$ cat src/rtl/lif_pkg.sv
// Shared definitions for the LIF neuron scheduler.
//   - Default widths and threshold used as parameter defaults.
//   - FSM state encoding (IDLE / UPDATE / DONE) as plain constants.
//   - sat_add: unsigned add clamped to an all-ones value of a given width.
package lif_pkg;

    localparam int LIF_DATA_W     = 8;
    localparam int LIF_IDX_W      = 2;
    localparam int LIF_THRESH_RST = 127;

    typedef logic [1:0] fsm_state_t;

    localparam fsm_state_t ST_IDLE   = 2'd0;
    localparam fsm_state_t ST_UPDATE = 2'd1;
    localparam fsm_state_t ST_DONE   = 2'd2;

    // Adds two values that fit in 'width' bits (width <= 31) and clamps
    // the result to 2^width - 1. The wide carry bit makes overflow visible.
    function automatic logic [31:0] sat_add(input logic [31:0] a,
                                            input logic [31:0] b,
                                            input int unsigned width);
        logic [32:0] sum;
        logic [32:0] lim;
        sum = {1'b0, a} + {1'b0, b};
        lim = (33'd1 << width) - 33'd1;
        return (sum > lim) ? lim[31:0] : sum[31:0];
    endfunction

endpackage

$ cat src/rtl/lif_update_unit.sv
// Combinational leaky integrate-and-fire update for one neuron.
// Ports:
//   cur       in   input current for the selected neuron
//   state     in   current membrane state
//   threshold in   firing threshold
//   nxt       out  sat(cur + (state >> LEAK_SHIFT))
//   fire      out  nxt >= threshold
module lif_update_unit
    import lif_pkg::*;
#(
    parameter int DATA_W     = LIF_DATA_W,
    parameter int LEAK_SHIFT = 1
) (
    input  logic [DATA_W-1:0] cur,
    input  logic [DATA_W-1:0] state,
    input  logic [DATA_W-1:0] threshold,
    output logic [DATA_W-1:0] nxt,
    output logic              fire
);

    logic [DATA_W-1:0] leaked;

    assign leaked = state >> LEAK_SHIFT;
    assign nxt    = DATA_W'(sat_add(32'(cur), 32'(leaked), DATA_W));
    assign fire   = (nxt >= threshold);

endmodule

$ cat src/rtl/lif_neuron_scheduler.sv
// Time-multiplexed LIF scheduler: one update datapath walks N_NEURONS
// states in index order once per tick and emits spike events through a
// one-entry valid/ready register.
// Optional build macro: LIF_REFRACTORY_EN adds per-neuron refractory
// counters (REFRACT_TS passes of forced-zero state after a spike).
// Ports:
//   clk, rst         clock; synchronous active-low reset
//   tick             timestep strobe, starts a pass when idle
//   current_in       packed per-neuron currents, neuron i at [i*DATA_W +: DATA_W]
//   cfg_we/cfg_threshold  threshold write, honoured only while idle
//   spike_valid/spike_idx/spike_ready  spike event handshake
//   busy             pass in progress
//   done             one-cycle pulse at end of pass
//   overrun          sticky: tick seen while busy
//   rd_idx/rd_state  combinational debug read of the state file
module lif_neuron_scheduler
    import lif_pkg::*;
#(
    parameter int N_NEURONS  = 4,
    parameter int IDX_W      = LIF_IDX_W,
    parameter int DATA_W     = LIF_DATA_W,
    parameter int LEAK_SHIFT = 1,
    parameter int THRESH_RST = LIF_THRESH_RST,
    parameter int REFRACT_TS = 2
) (
    input  logic                        clk,
    input  logic                        rst,
    input  logic                        tick,
    input  logic [N_NEURONS*DATA_W-1:0] current_in,
    input  logic                        cfg_we,
    input  logic [DATA_W-1:0]           cfg_threshold,
    output logic                        spike_valid,
    output logic [IDX_W-1:0]            spike_idx,
    input  logic                        spike_ready,
    output logic                        busy,
    output logic                        done,
    output logic                        overrun,
    input  logic [IDX_W-1:0]            rd_idx,
    output logic [DATA_W-1:0]           rd_state
);

    logic [DATA_W-1:0] state_mem [N_NEURONS];
    logic [DATA_W-1:0] shadow    [N_NEURONS];
    logic [DATA_W-1:0] threshold;
    fsm_state_t        fsm;
    logic [IDX_W-1:0]  idx;

    logic [DATA_W-1:0] nxt;
    logic              fire_raw;
    logic              fire;
    logic              refr_active;
    logic              stall;
    logic              commit;
    logic              last;

    lif_update_unit #(
        .DATA_W     (DATA_W),
        .LEAK_SHIFT (LEAK_SHIFT)
    ) u_update (
        .cur       (shadow[idx]),
        .state     (state_mem[idx]),
        .threshold (threshold),
        .nxt       (nxt),
        .fire      (fire_raw)
    );

`ifdef LIF_REFRACTORY_EN
    localparam int CNT_W = $clog2(REFRACT_TS + 1);

    logic [CNT_W-1:0] refr_cnt [N_NEURONS];

    assign refr_active = (refr_cnt[idx] != '0);

    // Counter only moves when the neuron actually commits, so a stalled
    // cycle never consumes refractory time.
    always_ff @(posedge clk) begin
        if (!rst) begin
            for (int i = 0; i < N_NEURONS; i++) refr_cnt[i] <= '0;
        end else if (commit) begin
            if (refr_active)
                refr_cnt[idx] <= refr_cnt[idx] - 1'b1;
            else if (fire)
                refr_cnt[idx] <= CNT_W'(REFRACT_TS);
        end
    end
`else
    logic unused_refract;

    assign refr_active    = 1'b0;
    assign unused_refract = ^REFRACT_TS;
`endif

    assign fire   = fire_raw & ~refr_active;
    // A new spike can only be loaded if the output slot is free or is
    // being drained in this same cycle.
    assign stall  = fire & spike_valid & ~spike_ready;
    assign commit = (fsm == ST_UPDATE) & ~stall;
    assign last   = (idx == IDX_W'(N_NEURONS - 1));

    assign busy     = (fsm != ST_IDLE);
    assign done     = (fsm == ST_DONE);
    assign rd_state = state_mem[rd_idx];

    always_ff @(posedge clk) begin
        if (!rst) begin
            fsm         <= ST_IDLE;
            idx         <= '0;
            threshold   <= DATA_W'(THRESH_RST);
            spike_valid <= 1'b0;
            spike_idx   <= '0;
            overrun     <= 1'b0;
            for (int i = 0; i < N_NEURONS; i++) state_mem[i] <= '0;
        end else begin
            if (tick && (fsm != ST_IDLE))
                overrun <= 1'b1;

            if (commit && fire) begin
                spike_valid <= 1'b1;
                spike_idx   <= idx;
            end else if (spike_ready) begin
                spike_valid <= 1'b0;
            end

            case (fsm)
                ST_IDLE: begin
                    if (cfg_we)
                        threshold <= cfg_threshold;
                    if (tick) begin
                        idx <= '0;
                        fsm <= ST_UPDATE;
                    end
                end
                ST_UPDATE: begin
                    if (commit) begin
                        state_mem[idx] <= (fire || refr_active) ? '0 : nxt;
                        if (last) begin
                            idx <= '0;
                            fsm <= ST_DONE;
                        end else begin
                            idx <= idx + 1'b1;
                        end
                    end
                end
                ST_DONE: fsm <= ST_IDLE;
                default: fsm <= ST_IDLE;
            endcase
        end
    end

    // Currents are frozen at pass start so the source may change freely.
    always_ff @(posedge clk) begin
        if ((fsm == ST_IDLE) && tick) begin
            for (int i = 0; i < N_NEURONS; i++)
                shadow[i] <= current_in[i*DATA_W +: DATA_W];
        end
    end

endmodule

$ cat config.mk
export PLATFORM = sky130hd
export DESIGN_NAME = lif_neuron_scheduler
export DESIGN_NICKNAME = d
export VERILOG_FILES = /design/src/rtl/lif_pkg.sv /design/src/rtl/lif_update_unit.sv /design/src/rtl/lif_neuron_scheduler.sv
export SDC_FILE = /design/constraint.sdc
export NUM_CORES = 1
export LEC_CHECK = 0
export ABC_AREA = 1
export CAP_MARGIN = 15
export CELL_PAD_IN_SITES_DETAIL_PLACEMENT = 0
export CELL_PAD_IN_SITES_GLOBAL_PLACEMENT = 1
export CORE_MARGIN = 4
export CORE_UTILIZATION = 35
export DETAILED_ROUTE_END_ITERATION = 12
export DONT_BUFFER_PORTS = 1
export GPL_TIMING_DRIVEN = 0
export PLACE_DENSITY_LB_ADDON = 0.05
export SYNTH_ARGS = -nofsm -noshare
export SYNTH_HDL_FRONTEND = slang
export SYNTH_SLANG_ARGS = --single-unit
$ cat constraint.sdc
create_clock -name clk -period 9.2 [get_ports clk]
set_input_delay 1.84 -clock clk [delete_from_list [all_inputs] [get_ports clk]]
set_output_delay 1.84 -clock clk [all_outputs]
set_load 0.05 [all_outputs]
==> results.py, run 1 <==
metrics = {
    "layout": {
        "multi_input_area_sq_um": 1498,
        "num-nets-final": 502,
        "drive_above_1_share_pct": 6.546,
        "layout.cells.non_filler": 583,
        "seq_area_sq_um": 2282,
        "synthToLayoutAreaGrowth_pct": 13.54,
        "antenna_cells_inserted": 0,
        "nFillCells": 1117,
    },
    "route": {
        "drt_iter0_drc": 219,
        "final_antenna_net_count": 0,
        "routedWlPerCell_um": 17.97,
        "via_count": 2913,
        "post_drt_via_cell_ratio": 4.997,
        "remaining_drc_errors": 0,
        "finalWirelength_mm": 10.47,
        "drt_first_pass_iters": 5,
    },
    "logic_synthesis": {
        "ys_dominant_reg_cell": "sky130_fd_sc_hd__edfxtp_1",
        "synthCells": 426,
        "yosysWarnings": 0,
        "synth_seq_cells": 82,
        "synth-async-reset-ratio_pct": 0,
        "edff_count_synth": 64,
        "synth_seq_area_share_pct": 56.91,
        "syn-mean-instance-area_sq_um": 9.413,
        "post_synth_instance_area_sq_um": 4010,
        "synth.lib_cells_used.distinct": 30,
        "synthesized_net_count": 490,
    },
    "setup_path": {
        "critical_path.max_fanout": 10,
        "critPathMaxStageDelay_ps": 840,
        "path_cells": "inv_1 > clkbuf_1 > o21ai_0 > o22ai_1",
        "critical_path.slowest_cell": "sky130_fd_sc_hd__o22ai_1",
        "worst_setup_path_start_kind": "primary input",
        "critPathArrivalTime_ps": 3560,
        "crit_required_ps": 7360,
        "worstSetupEndpointType": "output pin",
        "setup.worst_path.class": "in2out",
    },
    "place": {
        "final_wtd_congestion": 0.7623,
        "port_buffers": 0,
        "cell_count_post_placement": 567,
        "detailed_place_hpwl_mm": 7.454,
    },
    "global_routing": {
        "grt_util_overall_pct": 16.68,
        "initial_antenna_violation_count": 0,
        "grt_pass1_vias": 3033,
        "grt_start_max_net_pins": 34,
        "grt_first_pass_wirelength_mm": 16.50,
        "grt-ovfl-total": 0,
    },
    "timing": {
        "finalMaxSlewViolations": 0,
        "worst_pin_slew_ps": 1153,
        "fmaxAchievable_mhz": 185.2,
        "timing.setup.tns_ps": 0,
        "hold_violations": 0,
        "rsz0062_at_grt": "no",
        "finalCritPeriodShare_pct": 58.69,
        "finalCriticalPeriod_ps": 5399,
        "setup-violations-final": 0,
        "worst_clock_skew_ps": 6.208,
        "maxSlewHeadroom_pct": 24.27,
    },
    "flow_run": {
        "maxCapViolCount": 0,
    },
    "pwr": {
        "powerDensity_nw_per_um2": 271.7,
        "static-leakage-power_nw": 1.884,
        "max-vdd-ir-drop_mv": 0.08749,
    },
    "cts": {
        "post_cts.repair.setup_buffers": 0,
        "clk-insertion-delay-late_ps": 330,
        "cts-buffers-inserted": 9,
        "clkSinkCount": 82,
        "clock_tree_from_tritoncts": "built",
        "cts-root-to-sink-buffers": 2,
        "clk_pin_slew_worst_paths_ps": 60,
        "postCtsResizedCells": 0,
        "cts_hold_repair.buffers": 0,
        "clock-root-buffer": "sky130_fd_sc_hd__clkbuf_16",
        "h-tree-depth": 3,
    },
    "status": {
        "status": "complete, no violations",
    },
    "die": {
        "pin_count": 61,
        "core-area_sq_um": 11030,
        "core.rowCount": 38,
        "floorplan.die_area_sq_um": 13230,
        "horizontal_die_dimension_um": 115.0,
        "floorplan.initialDensity_pct": 36.35,
        "chipHeight_um": 115.0,
    },
    "hold_path": {
        "worst_hold_path_type": "reg2reg",
    },
}
[worst paths after layout]
kind,startpoint,endpoint,slack (ps),cells past startpoint
setup reg to reg,flip-flop,state_mem[0][2]$_SDFFCE_PN0P_,3860,22
hold reg to reg,threshold[7]$_SDFFE_PN0P_,threshold[7]$_SDFFE_PN0P_,470,2
hold / removal,threshold[7]$_SDFFE_PN0P_,threshold[7]$_SDFFE_PN0P_,470,2
setup / recovery,rd_idx[0],rd_state[6],3800,4
[layout make-up]
class	count	share of cell area [%]
plain buffers	13	1.099
clock buffers	11	5.551
clock inverters	5	2.198
inverters	50	4.122
multi-input cells	281	32.89
flip-flops and latches	82	50.12
well taps	140	3.847
repair buffers	1	0.1649
[logic make-up (layout without fill, tap and decap cells)]
family	Yosys count	count (layout)	synth area share [%]
simple gates	166	166	17.25
xor+xnor	5	5	1.092
fa+ha+maj	17	17	5.491
flops	82	82	56.91
buf+inv	63	80	5.928
compound gates	93	93	13.32
[Yosys cell counts, drive strengths merged (3+ instances only)]
library cell  instances  share of area [%]
buf                   3               0.31
o22ai                20                3.1
clkbuf               10               0.94
o211ai                7                1.4
a21oi                15                2.0
edfxtp               64                 48
ha                   16                5.0
o21ai                45                5.6
nand4                 4               0.94
nand2                68                6.6
nand3                13                1.7
dfxtp                18                9.0
nor2                 77                7.2
nor3                  3               0.66
inv                  50                4.7
xor2                  3               0.66
[stage by stage]
step	hold WS [ps]	utilization, %	cell area, sq um	setup WS, ps	total power, mW
after floorplan	436.1	-	4010	4267	0.7307
after global placement	469.9	37.94	4185	3401	0.8317
after detailed placement	471.7	38.08	4200	3765	0.8338
after CTS	482.7	41.28	4553	3752	1.256
after global routing	508.8	41.28	4553	3465	1.321
final	473.8	41.28	4553	3801	1.237
[sequential cells by signal, indices dropped and copies added (netlist names), named ones only]
register / flops
spike_idx: 2
overrun: 1
idx: 2
state_mem: 32
shadow: 32
spike_valid: 1
threshold: 8
fsm: 2
[critical path: cells and delay by family]
kind	cells	cell delay, ps
buffers and inverters	2	680
AOI/OAI and AO/OA	2	1030
[per-layer routing]
metal / share of wire, % / routed length, um / global-route usage, %
met5: 0 / 0 / 0
met4: 0.94 / 98 / 7.277
met3: 4.8 / 500 / 2.789
met2: 49 / 5099 / 27.08
met1: 46 / 4775 / 21.99
[power breakdown]
group,leakage (nW),total (mW),switching [mW],internal (mW)
clock,0.176,0.418,0.139,0.279
sequential,0.786,0.464,0.0275,0.436
combinational,0.923,0.356,0.246,0.109
[placed cells by master, fill, tap and decap left out, types with 6 or more instances in the layout]
cell type | synthesis | layout
sky130_fd_sc_hd__edfxtp_1 | 64 | 64
sky130_fd_sc_hd__nand3_1 | 12 | 12
sky130_fd_sc_hd__o22ai_1 | 20 | 20
sky130_fd_sc_hd__clkbuf_16 | 0 | 9
sky130_fd_sc_hd__ha_1 | 16 | 16
sky130_fd_sc_hd__o211ai_1 | 6 | 6
sky130_fd_sc_hd__inv_1 | 50 | 50
sky130_fd_sc_hd__clkbuf_1 | 10 | 10
sky130_fd_sc_hd__o21ai_0 | 45 | 44
sky130_fd_sc_hd__nand2_1 | 65 | 65
sky130_fd_sc_hd__nor2_1 | 77 | 76
sky130_fd_sc_hd__a21oi_1 | 14 | 14
sky130_fd_sc_hd__dfxtp_1 | 18 | 18
Power figures use the tool's default switching activity.
==> run 2, diff against run 1 <==
clock period = 5.3 ns   (was 9.2 ns; I/O delays follow)
==> results.py, run 2 (synthesized netlist as in run 1, its figures left out) <==
metrics = {
    "route": {
        "post_drt_via_cell_ratio": 5.084,
        "via_count": 2964,
        "finalWirelength_mm": 10.51,
        "final_antenna_net_count": 0,
        "routedWlPerCell_um": 18.03,
        "drt_first_pass_iters": 5,
        "remaining_drc_errors": 0,
        "drt_iter0_drc": 180,
    },
    "hold_path": {
        "holdPathStages": 2,
        "worst_hold_path_type": "reg2reg",
        "min_delay_src": "threshold[7]$_SDFFE_PN0P_",
    },
    "timing": {
        "worst_pin_slew_ps": 1154,
        "fmaxAchievable_mhz": 208.1,
        "rsz0062_at_grt": "no",
        "maxSlewHeadroom_pct": 24.18,
        "worst_clock_skew_ps": 5.715,
        "finalMaxSlewViolations": 0,
        "finalCriticalPeriod_ps": 4806,
        "finalCritPeriodShare_pct": 90.68,
        "hold_slack_ps": 473.8,
        "setup-violations-final": 0,
        "timing.setup.tns_ps": 0,
        "hold_violations": 0,
    },
    "global_routing": {
        "grt_start_max_net_pins": 34,
        "grt_first_pass_wirelength_mm": 16.50,
        "initial_antenna_violation_count": 0,
        "grt_util_overall_pct": 16.69,
        "grt-ovfl-total": 0,
        "grt_pass1_vias": 3033,
    },
    "cts": {
        "cts-buffers-inserted": 9,
        "clock_tree_from_tritoncts": "built",
        "h-tree-depth": 3,
        "cts-root-to-sink-buffers": 2,
        "clock-root-buffer": "sky130_fd_sc_hd__clkbuf_16",
        "clk-insertion-delay-late_ps": 330,
        "post_cts.repair.setup_buffers": 0,
        "clkSinkCount": 82,
        "clk_pin_slew_worst_paths_ps": 60,
    },
    "place": {
        "port_buffers": 0,
        "detailed_place_hpwl_mm": 7.454,
        "final_wtd_congestion": 0.7623,
        "cell_count_post_placement": 567,
    },
    "die": {
        "pin_count": 61,
        "floorplan.die_area_sq_um": 13230,
        "floorplan.initialDensity_pct": 36.35,
        "core.rowCount": 38,
        "horizontal_die_dimension_um": 115.0,
        "chipHeight_um": 115.0,
        "core-area_sq_um": 11030,
    },
    "pwr": {
        "report.power.total_mw": 2.152,
        "max-vdd-ir-drop_mv": 0.1528,
        "static-leakage-power_nw": 1.897,
        "powerDensity_nw_per_um2": 471.2,
    },
    "layout": {
        "reg_top3": "shadow (32), state_mem (32), threshold (8)",
        "num-nets-final": 502,
        "drive_above_1_share_pct": 8.126,
        "nFillCells": 1120,
        "most_frequent_standard_cell_in_the_layout_excluding_fill_and_tap_cells": "sky130_fd_sc_hd__nor2_1",
        "antenna_cells_inserted": 0,
        "synthToLayoutAreaGrowth_pct": 13.85,
        "final_cell_mix": "76 x sky130_fd_sc_hd__nor2_1, 64 x sky130_fd_sc_hd__edfxtp_1, 62 x sky130_fd_sc_hd__nand2_1, 50 x sky130_fd_sc_hd__inv_1, 44 x sky130_fd_sc_hd__o21ai_0",
        "layout.cells.non_filler": 583,
    },
    "setup_path": {
        "worstSetupEndpointType": "flip-flop",
        "critical_path.max_fanout": 10,
        "worst-r2r-cell-count": 20,
        "crit_required_ps": 5310,
        "path_cells": "inv_1 > buf_2 > buf_1 > nor2_1 > o22ai_1 > ha_1 > a21oi_1 > o211ai_2 > nand2_1 > nand2_1 > nand2_2 > nand2_1 > ha_1 > a21oi_1 > nor2_1 > nor2_1 > nand3_2 > a21oi_2 > nand4_2 > nand2_2",
        "worst_setup_path_start_kind": "flip-flop",
        "setup.worst_path.class": "reg2reg",
        "critPathArrivalTime_ps": 4810,
        "critical_path.slowest_cell": "sky130_fd_sc_hd__buf_1",
        "critPathMaxStageDelay_ps": 550,
    },
    "flow_run": {
        "maxCapViolCount": 0,
    },
    "status": {
        "status": "complete, no violations",
    },
}
run 2: path summary, 6_finish.rpt:
check,slack (ps),endpoint
setup / recovery,490,state_mem[0][2]$_SDFFCE_PN0P_
hold / removal,470,threshold[7]$_SDFFE_PN0P_
setup reg to reg,490,state_mem[0][2]$_SDFFCE_PN0P_
hold reg to reg,470,threshold[7]$_SDFFE_PN0P_
run 2: routing by layer:
layer | up-vias | share of wire [%] | track usage [%]
met5 | - | 0 | 0
met4 | 0 | 1.9 | 7.277
met3 | 16 | 4.8 | 2.789
met2 | 88 | 48 | 27.01
met1 | 1379 | 46 | 22.09
li1 | 1481 | - | -
run 2: metrics by stage:
| stage | util [%] | area (sq um) | setup slack, ps |
|---|---|---|---|
| after floorplan | - | 4010 | 1170 |
| after global placement | 37.94 | 4185 | -499.3 |
| after detailed placement | 38.08 | 4200 | -135.3 |
| after CTS | 41.30 | 4556 | 15.38 |
| after global routing | 41.39 | 4566 | 79.41 |
| final | 41.39 | 4566 | 494.1 |
run 2: final cells by class:
cell class                      instances  area [sq um]  area share [%]
Buffer                                 13         55.05           1.206
Clock buffer                           11         252.7           5.536
Clock inverter                          5         100.1           2.192
Inverter                               50         187.7           4.111
Multi-Input combinational cell        281          1505           32.97
Sequential cell                        82          2282           49.99
Tap cell                              140         175.2           3.837
Timing Repair Buffer                    1         7.507          0.1644
run 2: power by group:
group	internal (mW)	leakage [nW]	switching, mW	total (mW)
logic	0.191	0.935	0.428	0.619
clock network	0.484	0.176	0.243	0.727
registers	0.757	0.786	0.0477	0.805
run 2: repair_timing:
action / CTS / global route
cloned: 0 / 0
resized for setup: 1 / 10
setup endpoints to repair: 8 / 24
hold buffers: 0 / 0
run 2: worst max-delay path: cells and delay by family, from the launching register on:
family | cells | cell delay [ps]
DFF | 1 | 330
buffers and inverters | 3 | 850
adders and majority gates | 2 | 650
AOI/OAI and AO/OA | 5 | 1060
and+or+nand+nor | 10 | 1580
